==> config.mk <==
export PLATFORM = sky130hd
export DESIGN_NAME = voice
export DESIGN_NICKNAME = d
export VERILOG_FILES = /design/src/rtl/voice.sv
export SDC_FILE = /design/constraint.sdc
export NUM_CORES = 1
export LEC_CHECK = 0
export BUFFER_PORTS_ARGS = -buffer_cell sky130_fd_sc_hd__buf_2
export CORE_ASPECT_RATIO = 0.9
export CORE_UTILIZATION = 45
export DETAILED_ROUTE_END_ITERATION = 6
export GPL_TIMING_DRIVEN = 1
export MAX_ROUTING_LAYER = met4
export PLACE_DENSITY = 0.69
export SLEW_MARGIN = 40
export SYNTH_ARGS = -nofsm -noshare
export SYNTH_HDL_FRONTEND = slang
export SYNTH_SLANG_ARGS = --single-unit
==> constraint.sdc <==
create_clock -name clk -period 4.51 [get_ports clk]
set_input_delay 0.451 -clock clk [delete_from_list [all_inputs] [get_ports clk]]
set_output_delay 0.451 -clock clk [all_outputs]
set_load 0.01 [all_outputs]
==> src/rtl/voice.sv <==
// Single synthesizer voice: key -> octave/semitone decode, phase accumulator
// square-wave oscillator with a linear decay envelope.
module voice #(
  parameter int PHASE_W   = 24,
  parameter int DECAY_DIV = 256
) (
  input  logic               clk,
  input  logic               grst,
  input  logic               tick,
  input  logic               rst,
  input  logic [6:0]         key,
  output logic signed [11:0] sample,
  output logic               sample_valid,
  output logic               busy
);

  localparam int DW = (DECAY_DIV > 1) ? $clog2(DECAY_DIV) : 1;
  localparam logic [DW-1:0] D_LAST = DW'(DECAY_DIV - 1);
  localparam logic [DW-1:0] D_ONE  = DW'(1);

  typedef enum logic [1:0] {
    IDLE = 2'd0,
    DIV  = 2'd1,
    LOAD = 2'd2,
    RUN  = 2'd3
  } state_e;

  // Octave-10 phase increments for a 48 kHz tick at 24-bit phase.
  function automatic logic [31:0] base_f(input logic [3:0] s);
    case (s)
      4'd0:    base_f = 32'd2926230;
      4'd1:    base_f = 32'd3100233;
      4'd2:    base_f = 32'd3284582;
      4'd3:    base_f = 32'd3479894;
      4'd4:    base_f = 32'd3686819;
      4'd5:    base_f = 32'd3906048;
      4'd6:    base_f = 32'd4138314;
      4'd7:    base_f = 32'd4384391;
      4'd8:    base_f = 32'd4645101;
      4'd9:    base_f = 32'd4921313;
      4'd10:   base_f = 32'd5213949;
      4'd11:   base_f = 32'd5523987;
      default: base_f = 32'd0;
    endcase
  endfunction

  state_e               state_q, state_d;
  logic [6:0]           kreg_q, kreg_d;
  logic [6:0]           rem_q, rem_d;
  logic [3:0]           oct_q, oct_d;
  logic [PHASE_W-1:0]   inc_q, inc_d;
  logic [PHASE_W-1:0]   phase_q, phase_d;
  logic [7:0]           env_q, env_d;
  logic [DW-1:0]        dcnt_q, dcnt_d;
  logic [11:0]          sample_q, sample_d;
  logic                 valid_q, valid_d;
  logic                 busy_q;

  logic [PHASE_W-1:0]   phase_adv;
  logic [7:0]           env_adv;
  logic [DW-1:0]        dcnt_adv;
  logic [11:0]          mag;
  logic [31:0]          shifted;

  // State and datapath registers with synchronous global reset.
  always_ff @(posedge clk) begin
    if (grst) begin
      state_q  <= IDLE;
      kreg_q   <= 7'd0;
      rem_q    <= 7'd0;
      oct_q    <= 4'd0;
      inc_q    <= '0;
      phase_q  <= '0;
      env_q    <= 8'd0;
      dcnt_q   <= '0;
      sample_q <= 12'd0;
      valid_q  <= 1'b0;
      busy_q   <= 1'b0;
    end else begin
      state_q  <= state_d;
      kreg_q   <= kreg_d;
      rem_q    <= rem_d;
      oct_q    <= oct_d;
      inc_q    <= inc_d;
      phase_q  <= phase_d;
      env_q    <= env_d;
      dcnt_q   <= dcnt_d;
      sample_q <= sample_d;
      valid_q  <= valid_d;
      busy_q   <= (state_d == DIV) || (state_d == LOAD);
    end
  end

  // Next-state and datapath update; one tick advances phase and decay together.
  always_comb begin
    state_d  = state_q;
    kreg_d   = kreg_q;
    rem_d    = rem_q;
    oct_d    = oct_q;
    inc_d    = inc_q;
    phase_d  = phase_q;
    env_d    = env_q;
    dcnt_d   = dcnt_q;
    sample_d = sample_q;
    valid_d  = 1'b0;

    phase_adv = phase_q + inc_q;
    if (dcnt_q == D_LAST) begin
      dcnt_adv = '0;
      env_adv  = (env_q != 8'd0) ? (env_q - 8'd1) : 8'd0;
    end else begin
      dcnt_adv = dcnt_q + D_ONE;
      env_adv  = env_q;
    end
    mag     = {1'b0, env_adv, 3'b000};
    shifted = base_f(rem_q[3:0]) >> (4'd10 - oct_q);

    if (rst || (key == 7'd0)) begin
      state_d  = IDLE;
      sample_d = 12'd0;
    end else begin
      case (state_q)
        IDLE: begin
          kreg_d  = key;
          rem_d   = key;
          oct_d   = 4'd0;
          state_d = DIV;
        end
        DIV: begin
          if (rem_q >= 7'd12) begin
            rem_d = rem_q - 7'd12;
            oct_d = oct_q + 4'd1;
          end else begin
            state_d = LOAD;
          end
        end
        LOAD: begin
          inc_d   = PHASE_W'(shifted);
          phase_d = '0;
          env_d   = 8'd255;
          dcnt_d  = '0;
          state_d = RUN;
        end
        RUN: begin
          // A new key pre-empts any tick arriving in the same cycle.
          if (key != kreg_q) begin
            kreg_d   = key;
            rem_d    = key;
            oct_d    = 4'd0;
            sample_d = 12'd0;
            state_d  = DIV;
          end else if (tick) begin
            phase_d  = phase_adv;
            env_d    = env_adv;
            dcnt_d   = dcnt_adv;
            sample_d = phase_adv[PHASE_W-1] ? (12'd0 - mag) : mag;
            valid_d  = 1'b1;
          end else begin
            valid_d = 1'b0;
          end
        end
        default: begin
          state_d  = IDLE;
          sample_d = 12'd0;
        end
      endcase
    end
  end

  assign sample       = sample_q;
  assign sample_valid = valid_q;
  assign busy         = busy_q;

endmodule

# Word-level counts from Yosys, hierarchy flattened

Memory sizes are Yosys's and may differ from the RTL's. A register that Yosys moved wholly into a read port is not among the register bits.
Cells that the tools add are included.

Memories kept: 1
Bits in registers: 98
ROM bits: 368

Memories:

| memory           | words | width | read ports | clocked after Yosys merged registers in | write ports | line | source |
|---|---|---|---|---|---|---|---|
| (name not given) | 16    | 23    | 1          | 1                                       | 0           | 30   | `case (s)` |

Mux-type cells: 29
Shift-type cells: 1
Reductions and logical operators: 16
Bitwise gates (word level): 2
$add $sub $neg: 7
Order comparisons: 1
Eq/ne operators: 11

Operator list:

| kind                    | number |
|---|---|
| $mux W8                 | 7 |
| $mux W24                | 2 |
| $pmux W24 S2            | 1 |
| $mux W12                | 3 |
| $pmux W8 S2             | 2 |
| $shr A32 B4 Y24         | 1 |
| $add A24 B24 Y24        | 1 |
| $pmux W7 S3             | 1 |
| $mux W4                 | 4 |
| $mux W7                 | 2 |
| $pmux W7 S2             | 1 |
| $pmux W4 S3             | 1 |
| $sub A1 B11 Y12 const A | 1 |
| $add A8 B1 Y8 const B   | 1 |
| $eq A8 B8 Y1 const B    | 1 |
| $ne A2 B2 Y1 const B    | 4 |
| $pmux W2 S4             | 1 |
| $reduce_and A4 Y1       | 2 |
| $reduce_bool A8 Y1      | 1 |
| $sub A8 B1 Y8 const B   | 1 |
| $ge A7 B4 Y1 const B    | 1 |
| $logic_not A7 Y1        | 1 |
| $ne A7 B7 Y1            | 1 |
| $sub A7 B4 Y7 const B   | 1 |
| 15 further kinds        | 25 |

# Depth between registers and ports, before layout

Depth in word-level cells: 7
Gate-level depth with buffers: 14
Depth with buffers taken out: 11

# Worst setup path before layout

Ideal clock, no wire load.

Path kind: in2reg
Start: input port key[0]
End: register (tool-made name)
Data required time: 4.396 ns
Library setup time: 0.114 ns
Cell stages on the path: 12
Slack: 1.614 ns
Arrival time: 2.782 ns
Cell sequence: xor2_1 > or4b_4 > o2111ai_1 > mux2i_1 > nor2_1 > buf_2 > inv_1 > ha_1 > clkbuf_1 > nor2_1 > a21oi_1 > nor2_1

RTL lines:

| element         | line | source |
|---|---|---|
| start, declared | 11   | `input logic [6:0] key,` |

==> results.cfg <==
[routing]
drc = 0
wl_um = 16300
drtIter0Drc = 280
first_pass_iters = 5
ant_nets = 0
routedWlPerCell_um = 15.1
vias = 6173
avgViaCountPerCell = 5.69

[pwr]
p_per_area_nw_per_um2 = 354
pwr-share-comb = 0.114
p_leak_uw = 0.00322
power_frac_clock = 0.487
p_int_uw = 2140
seq_power_share = 0.398
total_power_uw = 2820
sw_frac_of_total = 0.240
p_switching_uw = 677
ir_drop_v = 0.000268

[die]
rows = 43
initial_utilization = 0.459
ios = 25
die_h_um = 121
coreArea_um2 = 15400
die_x_um = 134
die-area_um2 = 16200

[global_routing]
gr-usage-met3 = 0.0480
use_met2 = 0.334
track_usage = 0.219
grt_busiest_layer = met2
use_met1 = 0.283
grt-ovfl-total = 0
grt_max_degree = 43
grt_pass1_wl_um = 27700
antenna_found_initial = 0
grt_pass1_vias = 5726

[sta]
max_freq_mhz = 277
fin_crit_ns = 3.61
finalSetupViolCount = 0
worst_pin_slew_ns = 0.773
fin_skew_ns = 0.00945
maxSlewViolCount = 0
finalHoldViolCount = 0
setup_slack_ns = 0.896
slew_headroom = 0.484
fin_setup_tns_ns = 0
rsz0062_at_grt = no
final.period_utilization = 0.801

[placed_design]
place_ws_ns = 0.972
port_buffers = 21
dpl.cell_count = 1055
gp_congestion = 0.865
dp_hpwl_um = 11700

[final_layout]
syn2layout_area_growth_pct = 12.6
final_cell_count_no_fill = 1084
drive_above_1_share = 0.104
fin_nets = 926
nFillCells = 1446
antenna-diode-count = 0

[logic_synthesis]
synth_mux_area_frac = 0.0860
synth_compound_area_frac = 0.225
async_reset_ff_frac = 0
synth_xor_area_frac = 0.0432
yosys_most_used_dff = dfxtp_1
synthesis.area_um2 = 7070
synth_area_per_cell_um2 = 8.13
synth_edf_count = 0
ys_warn_count = 0
synth-simple-area-share = 0.194
ys_seq_elements = 117
synth_adder_area_share = 0.0768
synth_top_family_by_area = compound AO/OA/AOI/OAI gates
synth_cells = 869
yosysSeqAreaShare = 0.331
synth.distinct_cells = 71

[setup_path]
startpoint = state_q[1]$_SDFF_PP0_
r2r_setup_slack_ns = 0.90
worstRegToRegCells = 10
end_kind = flip-flop
required_ns = 4.79
critPathKind = flip-flop to flip-flop
r2r_start = state_q[1]$_SDFF_PP0_
start_kind = flip-flop
critical_path_peak_fanout = 15
arrival_ns = 3.90

[cts]
cts-resized-gates = 0
clk_latency_ns = 0.42
cts_sinks = 117
path_clk_slew_ns = 0.05
h-tree-depth = 4
postCtsSetupBuffers = 0
clock_path_buffers = 2
cts_tree = done
cts_buffers = 17
holdBufCountCts = 0
cts_root_buffer = clkbuf_16

[flow_run]
max-cap-violations = 0

[status]
status = finished, final reports clean

[hold_path]
min_path_type = input pin to flip-flop
==> power by group through the flow <==
| stage | Combinational, µW | Clock [µW] | Sequential, µW |
|---|---|---|---|
| 6_report | 322 | 1370 | 1120 |
| 5_1_grt | 358 | 1450 | 1130 |
| 4_1_cts | 317 | 1400 | 1120 |
| 3_5_place_dp | 314 | 0 | 1140 |
| 3_3_place_gp | 312 | 0 | 1140 |
| 2_1_floorplan | 249 | 0 | 1130 |
==> layout make-up <==
class | count | area [µm²] | area share
timing repair buffer | 35 | 230 | 0.0289
clock buffer | 24 | 502 | 0.0630
sequential | 117 | 2340 | 0.294
tap | 202 | 253 | 0.0317
inverter | 22 | 82.6 | 0.0104
clock inverter | 4 | 95.1 | 0.0119
multi-input combinational | 680 | 4460 | 0.560
==> cells by family after synthesis <==
family          count (synthesis)
compound gates                252
xor+xnor                       34
fa+ha+maj                      43
buf+inv                        74
flops                         117
mux                            52
other cells                     1
simple gates                  296
==> worst min path at each step <==
stage                                   from                       end  slack (ns)  cells past startpoint
CTS                                   key[4]    kreg_q[4]$_SDFFE_PP0P_        0.32                      3
floorplan           phase_q[11]$_SDFFE_PP0P_  phase_q[11]$_SDFFE_PP0P_        0.43                      2
finish                                key[4]    kreg_q[4]$_SDFFE_PP0P_        0.34                      3
detailed placement   sample[10]$_SDFFE_PP0P_   sample[10]$_SDFFE_PP0P_        0.44                      2
global placement      sample[8]$_SDFFE_PP0P_    sample[8]$_SDFFE_PP0P_        0.44                      2
global route                          key[4]    kreg_q[4]$_SDFFE_PP0P_        0.34                      3
==> cells in the mapped netlist (3+ instances only) <==
master,n,share of area
nor2_1,120,0.064
dfxtp_1,117,0.33
a21oi_1,72,0.051
nand2_1,66,0.035
o21ai_0,57,0.040
ha_1,41,0.073
clkbuf_1,39,0.021
mux2i_1,38,0.054
a211oi_1,31,0.033
inv_1,22,0.012
nand3_1,21,0.015
nor3_1,20,0.014
a22oi_1,18,0.019
xnor2_1,18,0.022
xor2_1,15,0.019
nor4_1,11,0.0097
o22ai_1,11,0.0097
a21o_1,10,0.011
nand2b_1,9,0.0080
o31ai_1,8,0.0085
mux2_2,7,0.011
nand4_1,7,0.0062
nor2b_1,7,0.0062
and2_1,6,0.0053
and3_1,6,0.0053
buf_2,6,0.0042
buf_4,6,0.0064
mux4_2,6,0.019
or3_1,6,0.0053
a221oi_1,4,0.0050
a31oi_1,4,0.0035
a32o_1,4,0.0057
o211ai_1,4,0.0042
o21bai_1,4,0.0042
a22o_1,3,0.0037
a31o_2,3,0.0037
nand4b_1,3,0.0037
o21a_1,3,0.0032
==> critical path, stage by stage, from the launching register on <==
cell,delay (ns)
dfxtp_1,0.39
ha_1,0.47
or4b_4,0.54
o2111ai_1,0.34
mux2i_1,0.21
nor2_2,0.53
inv_1,0.23
ha_1,0.50
nor2_1,0.08
a21oi_1,0.13
nor2_1,0.05
==> stage by stage <==
step	area (µm²)	hold slack, ns	utilization
floorplan	7080	0.429	-
global placement	7310	0.441	0.475
detailed placement	7330	0.443	0.477
CTS	7930	0.316	0.515
global route	7960	0.341	0.517
finish	7960	0.339	0.517
==> per-layer routing <==
layer | routed length (µm) | up-vias
li1 | - | 3162
met1 | 7970 | 2845
met2 | 7340 | 136
met3 | 726 | 30
met4 | 299 | 0
met5 | 0 | -
==> layout by cell type (no fill, tap or decap), types with 10 or more instances in the layout <==
master and instances:
ha_1 41, o22ai_1 11, a21oi_1 72, nor2_1 119, a22oi_1 18, nand2_1 65
o21ai_0 57, a21o_1 10, nor4_1 11, nor3_1 20, inv_1 22, a211oi_1 31
xor2_1 14, clkbuf_16 17, buf_4 13, dfxtp_1 117, nand3_1 21, mux2i_1 38
xnor2_1 16, buf_2 21
Note: power is estimated with default switching activity, not from simulation.
